--- src/rtl/irq_controller_if.sv ---
// Bundles the interrupt controller's request, mask, enable and CPU-facing signals.
//   master: request sources, mask writer, RAM enable and CPU acknowledge (drives inputs)
//   slave : the interrupt controller itself (drives irq/vector/status)
interface irq_controller_if #(
  parameter int unsigned NSRC = 4
);
  logic [NSRC-1:0] srcIn;       // asynchronous request levels
  logic            maskWE;      // one-cycle mask load strobe
  logic [NSRC-1:0] maskData;    // new mask, 1 = source enabled
  logic            intEn;       // global enable from RAM
  logic            turnOffIRQ;  // CPU acknowledge, clk2 domain
  logic            irq;         // request to CPU
  logic [31:0]     intAddr;     // vector of the requested source
  logic [2:0]      activeSrc;   // index of the winning source
  logic [NSRC-1:0] pending;     // pending request register
  logic [NSRC-1:0] mask;        // current mask register

  modport master (
    output srcIn, maskWE, maskData, intEn, turnOffIRQ,
    input  irq, intAddr, activeSrc, pending, mask
  );

  modport slave (
    input  srcIn, maskWE, maskData, intEn, turnOffIRQ,
    output irq, intAddr, activeSrc, pending, mask
  );
endinterface

--- src/rtl/irq_controller.sv ---
// Multi-source interrupt controller (fastClk domain).
// Edge-detects NSRC asynchronous request lines into a pending register, masks them,
// picks the lowest-index eligible source and presents irq/intAddr to the CPU. The
// request retires on a synchronised rising edge of the clk2-domain turnOffIRQ.
// Ports:
//   fastClk : clock, all flops on rising edge
//   rst     : synchronous active-high reset
//   bus     : irq_controller_if.slave (srcIn, maskWE, maskData, intEn, turnOffIRQ in;
//             irq, intAddr, activeSrc, pending, mask out)
module irq_controller #(
  parameter int unsigned NSRC       = 4,
  parameter logic [31:0] VEC_BASE   = 32'h0000_0100,
  parameter logic [31:0] VEC_STRIDE = 32'h0000_0010
) (
  input  logic             fastClk,
  input  logic             rst,
  irq_controller_if.slave  bus
);

  localparam logic [1:0] IDLE   = 2'd0;
  localparam logic [1:0] REQ    = 2'd1;
  localparam logic [1:0] RETIRE = 2'd2;

  logic [1:0]      state_q, state_d;
  logic [NSRC-1:0] src_s1_q, src_s2_q, src_s3_q;
  logic            ack_s1_q, ack_s2_q, ack_s3_q;
  logic [NSRC-1:0] pend_q, pend_d;
  logic [NSRC-1:0] mask_q, mask_d;
  logic            irq_q, irq_d;
  logic [31:0]     addr_q, addr_d;
  logic [2:0]      act_q, act_d;

  logic [NSRC-1:0] src_edge_c;
  logic [NSRC-1:0] elig_c;
  logic [NSRC-1:0] pend_clr_c;
  logic            ack_edge_c;
  logic            ack_lvl_c;
  logic [2:0]      winner_c;

  assign src_edge_c = src_s2_q & ~src_s3_q;
  assign ack_edge_c = ack_s2_q & ~ack_s3_q;
  assign ack_lvl_c  = ack_s2_q;
  assign elig_c     = pend_q & mask_q;

  // Priority encoder: lowest set index wins (scan downward so the last hit is the lowest).
  always_comb begin
    winner_c = '0;
    for (int i = int'(NSRC) - 1; i >= 0; i--) begin
      if (elig_c[i]) winner_c = 3'(i);
    end
  end

  // Next-state and registered-output logic.
  always_comb begin
    state_d    = state_q;
    irq_d      = irq_q;
    addr_d     = addr_q;
    act_d      = act_q;
    pend_clr_c = '0;
    mask_d     = bus.maskWE ? bus.maskData : mask_q;

    case (state_q)
      IDLE: begin
        irq_d = 1'b0;
        if (bus.intEn && (|elig_c)) begin
          act_d   = winner_c;
          addr_d  = VEC_BASE + 32'(winner_c) * VEC_STRIDE;
          irq_d   = 1'b1;
          state_d = REQ;
        end
      end
      REQ: begin
        // Winner stays frozen here; masking or higher-priority arrivals do not preempt.
        if (ack_edge_c) begin
          for (int unsigned i = 0; i < NSRC; i++) begin
            if (act_q == 3'(i)) pend_clr_c[i] = 1'b1;
          end
          irq_d   = 1'b0;
          state_d = RETIRE;
        end else if (!bus.intEn) begin
          irq_d   = 1'b0;
          state_d = IDLE;
        end
      end
      RETIRE: begin
        // Hold until the acknowledge level drops so a long ack retires only one request.
        irq_d = 1'b0;
        if (!ack_lvl_c) state_d = IDLE;
      end
      default: begin
        irq_d   = 1'b0;
        state_d = IDLE;
      end
    endcase

    // A fresh edge in the same cycle as its clear keeps the bit set.
    pend_d = (pend_q & ~pend_clr_c) | src_edge_c;
  end

  // State, synchronisers and output registers.
  always_ff @(posedge fastClk) begin
    if (rst) begin
      state_q  <= IDLE;
      src_s1_q <= '0;
      src_s2_q <= '0;
      src_s3_q <= '0;
      ack_s1_q <= 1'b0;
      ack_s2_q <= 1'b0;
      ack_s3_q <= 1'b0;
      pend_q   <= '0;
      mask_q   <= '1;
      irq_q    <= 1'b0;
      addr_q   <= VEC_BASE;
      act_q    <= '0;
    end else begin
      state_q  <= state_d;
      src_s1_q <= bus.srcIn;
      src_s2_q <= src_s1_q;
      src_s3_q <= src_s2_q;
      ack_s1_q <= bus.turnOffIRQ;
      ack_s2_q <= ack_s1_q;
      ack_s3_q <= ack_s2_q;
      pend_q   <= pend_d;
      mask_q   <= mask_d;
      irq_q    <= irq_d;
      addr_q   <= addr_d;
      act_q    <= act_d;
    end
  end

  assign bus.irq       = irq_q;
  assign bus.intAddr   = addr_q;
  assign bus.activeSrc = act_q;
  assign bus.pending   = pend_q;
  assign bus.mask      = mask_q;

endmodule

--- src/flat_wrapper.sv ---
// flat-port wrapper written by rule: the top's interface ports become plain ports
module irq_controller_flat 
#(
  parameter int unsigned NSRC       = 4,
  parameter logic [31:0] VEC_BASE   = 32'h0000_0100,
  parameter logic [31:0] VEC_STRIDE = 32'h0000_0010
)
  (fastClk, rst, bus_srcIn, bus_maskWE, bus_maskData, bus_intEn, bus_turnOffIRQ, bus_irq, bus_intAddr, bus_activeSrc, bus_pending, bus_mask);
  irq_controller_if #(.NSRC(NSRC)) bus_i ();
  input  logic fastClk;
  input  logic rst;
  input wire logic [$bits(bus_i.srcIn)-1:0] bus_srcIn;
  input wire logic [$bits(bus_i.maskWE)-1:0] bus_maskWE;
  input wire logic [$bits(bus_i.maskData)-1:0] bus_maskData;
  input wire logic [$bits(bus_i.intEn)-1:0] bus_intEn;
  input wire logic [$bits(bus_i.turnOffIRQ)-1:0] bus_turnOffIRQ;
  output wire logic [$bits(bus_i.irq)-1:0] bus_irq;
  output wire logic [$bits(bus_i.intAddr)-1:0] bus_intAddr;
  output wire logic [$bits(bus_i.activeSrc)-1:0] bus_activeSrc;
  output wire logic [$bits(bus_i.pending)-1:0] bus_pending;
  output wire logic [$bits(bus_i.mask)-1:0] bus_mask;
  assign bus_i.srcIn = bus_srcIn;
  assign bus_i.maskWE = bus_maskWE;
  assign bus_i.maskData = bus_maskData;
  assign bus_i.intEn = bus_intEn;
  assign bus_i.turnOffIRQ = bus_turnOffIRQ;
  assign bus_irq = bus_i.irq;
  assign bus_intAddr = bus_i.intAddr;
  assign bus_activeSrc = bus_i.activeSrc;
  assign bus_pending = bus_i.pending;
  assign bus_mask = bus_i.mask;
  irq_controller #(.NSRC(NSRC), .VEC_BASE(VEC_BASE), .VEC_STRIDE(VEC_STRIDE)) u_core (.fastClk(fastClk), .rst(rst), .bus(bus_i));
endmodule
--- config.mk ---
export PLATFORM = sky130hd
export DESIGN_NAME = irq_controller_flat
export DESIGN_NICKNAME = d
export VERILOG_FILES = /design/src/rtl/irq_controller_if.sv /design/src/rtl/irq_controller.sv /design/src/flat_wrapper.sv
export SDC_FILE = /design/constraint.sdc
export NUM_CORES = 1
export LEC_CHECK = 0
export BUFFER_PORTS_ARGS = -buffer_cell sky130_fd_sc_hd__buf_2
export CAP_MARGIN = 10
export CORE_MARGIN = 5
export CORE_UTILIZATION = 43
export CTS_BUF_LIST = sky130_fd_sc_hd__clkbuf_2 sky130_fd_sc_hd__clkbuf_4 sky130_fd_sc_hd__clkbuf_8
export CTS_CLUSTER_SIZE = 40
export DETAILED_ROUTE_END_ITERATION = 16
export PLACE_DENSITY = 0.78
export SYNTH_ARGS = -nofsm -noshare
export SYNTH_HDL_FRONTEND = slang
export SYNTH_SLANG_ARGS = --single-unit
--- constraint.sdc ---
create_clock -name fastClk -period 1.3 [get_ports fastClk]
set_input_delay 0.39 -clock fastClk [delete_from_list [all_inputs] [get_ports fastClk]]
set_output_delay 0.39 -clock fastClk [all_outputs]
set_load 0.005 [all_outputs]
==> flow_metrics.tcl <==
set metrics [dict create \
    cts_buffers 3 \
    gp_congestion 0.744 \
    synth_cells 127 \
    skew_ns 0.00391 \
    fillers 271 \
    placedCellCount 180 \
    cts_tree "built" \
    cts_hold_buf 0 \
    clock-sinks 28 \
    cts_buffer_depth 2 \
    final_layout_size_suffix_gt1_frac 0.288 \
    cts_root_buf "clkbuf_4" \
    crit_arrival_ns 0.89 \
    area_growth_pct 11.5 \
    ys_ff_latch 28 \
    ys.flop_type "dfxtp_1" \
    die_w_um 63.5 \
    postLayoutCoreUtil 0.497 \
    cp.required_ns 0.91 \
    rsz0062_at_grt "yes" \
    via_per_inst 4.36 \
    dp_hpwl_mm 1.56 \
    dr.pass1.iters 4 \
    cts_htree_levels 1 \
    nets 170 \
    slowest_delay_ns 0.36 \
    dieArea_sq_um 4030 \
    rrSetupSlack_ns 0.03 \
    wl_per_cell_um 10.3 \
    vias 816 \
    grt_pass1_vias 767 \
    vdd_drop_max_mv 0.945 \
    synthArstFlopShare 0 \
    layout_common_cells "conb_1, dfxtp_1, buf_2" \
    yosysSeqAreaShare 0.456 \
    drcViolationCount 0 \
    seq_area_sq_um 568 \
    grt.total_usage 0.0994 \
    period_minus_slack_ns 1.28 \
    path_cells "buf_6 > buf_6" \
    ys_types 31 \
    max_freq_mhz 780 \
    status "complete, no violations" \
    leakagePower_nw 0.632 \
    drt_iter0_drc 30 \
    cp_common_cell "buf_6" \
    syn-cell-area_sq_um 1230 \
    row_count 19 \
    wirelength_mm 1.92 \
    n_antenna_cell 0 \
    coreArea_sq_um 2760 \
    clk_pin_slew_ns 0.13 \
    start_util 0.446 \
    grt_start_max_net_pins 16 \
    antenna_found_initial 0 \
    cap_violations 0 \
    crit_path_end_kind "output pin" \
    crit_fanout 3 \
    layout_commonest_cell "conb_1" \
    synth_warnings 0 \
    fin_cells 187 \
    io_buffers 25 \
    syn_area_per_cell_sq_um 9.68 \
    setup_viol 0 \
    grt_pass1_wl_mm 3.36 \
    clkLatencyLatePin_ns 0.31 \
    grt_remaining_overflow 0 \
    min_period_over_period 0.986 \
    ant_nets 0 \
    synth_edf_count 0 \
    hold_viol_final 0 \
    pwr_density_cell_nw_per_um2 1100 \
    die_height_um 63.5 \
    hp-class "in -> reg" \
    slowest_stage "dfxtp_2" \
    slew_viol_final 0 \
    worst_setup_path_start_kind "flip-flop" \
    multi_input_area_sq_um 499 \
    critPathKind "reg -> out" \
    ios 57 \
]
==> synthesized netlist by cell type, types with 2 or more instances <==
master / instances / area, sq um
nor2_1: 2 / 7.51
inv_1: 4 / 15.0
nand4_1: 2 / 12.5
conb_1: 2 / 7.51
dfxtp_1: 28 / 561
nor2b_1: 16 / 100
a32o_1: 4 / 40.0
a22o_1: 2 / 17.5
buf_4: 33 / 248
and2_1: 2 / 12.5
nand2b_1: 2 / 12.5
nand2_1: 7 / 26.3
mux2i_1: 5 / 50.1
==> flip-flops by register name, indices dropped and copies added, names as in the netlist, 2 cells and up <==
register,flops
u_core.bus.mask,4
u_core.src_s3_q,4
u_core.state_q,2
u_core.bus.pending,4
u_core.src_s2_q,4
u_core.src_s1_q,4
u_core.bus.activeSrc,2
==> cell families (layout without fill, tap and decap cells) <==
logic type,after synthesis,in the layout,share of synthesized area
buffers and inverters,41,41,0.227
other,2,31,0.00611
AND/OR/NAND/NOR,38,38,0.185
multiplexers,5,5,0.0407
flip-flops,28,28,0.456
AO/OA/AOI/OAI,13,13,0.0855
==> through the flow <==
| stage | setup WS (ns) | area [sq um] | TNS (ns) | power, mW | hold slack [ns] |
|---|---|---|---|---|---|
| 5_1_grt | -0.0395 | 1370 | -0.0860 | 1.59 | 0.257 |
| 6_report | 0.0183 | 1370 | 0 | 1.50 | 0.276 |
| 3_5_place_dp | -0.00794 | 1270 | -0.00794 | 1.11 | 0.423 |
| 2_1_floorplan | 0.0550 | 1340 | 0 | 1.11 | 0.414 |
| 3_3_place_gp | 0.0341 | 1270 | 0 | 1.10 | 0.419 |
| 4_1_cts | 0.000391 | 1340 | 0 | 1.51 | 0.267 |
==> area by class of cell <==
cell class / instances / share of cell area
Tap cell: 31 / 0.0283
Clock buffer: 4 / 0.0265
Inverter: 5 / 0.0137
Multi-Input combinational cell: 87 / 0.364
Timing Repair Buffer: 32 / 0.153
Sequential cell: 28 / 0.414
==> path summary, 6_finish.rpt <==
kind | start | to | cells past startpoint
setup reg to reg | u_core.ack_s3_q$_SDFF_PP0_ | u_core.bus.pending[0]$_SDFF_PP0_ | 3
hold / removal | bus_srcIn[2] | u_core.src_s1_q[2]$_SDFF_PP0_ | 2
hold reg to reg | u_core.ack_s1_q$_SDFF_PP0_ | u_core.ack_lvl_c$_SDFF_PP0_ | 1
setup / recovery | u_core.bus.activeSrc[0]$_SDFFE_PP0P_ | bus_intAddr[4] | 2
==> power by group <==
part	internal [mW]	total [mW]	switching, mW
clock network	0.171	0.396	0.225
registers	0.899	0.922	0.0233
logic	0.0915	0.185	0.0932
total	1.16	1.50	0.341
==> routing by layer <==
metal	vias to the layer above	track usage	part of all wire	routed length, um
li1	411	-	-	-
met1	361	0.121	0.41	779
met2	44	0.161	0.46	893
met3	0	0.0480	0.13	249
met4	0	0.0156	0	0
met5	-	0	0	0
==> what timing repair did <==
| item | 4_1_cts | 5_1_grt |
|---|---|---|
| gates resized for setup | 6 | 6 |
| pin swaps | 1 | 0 |
| endpoints found under the setup margin | 5 | 7 |
| buffers inserted | 2 | 1 |
==> worst max-delay path, delay by kind of cell (launching register included) <==
kind	cells	cell delay, ns
buffers and inverters	2	0.22
flip-flops	1	0.36
Note: power is estimated with default switching activity, not from simulation.
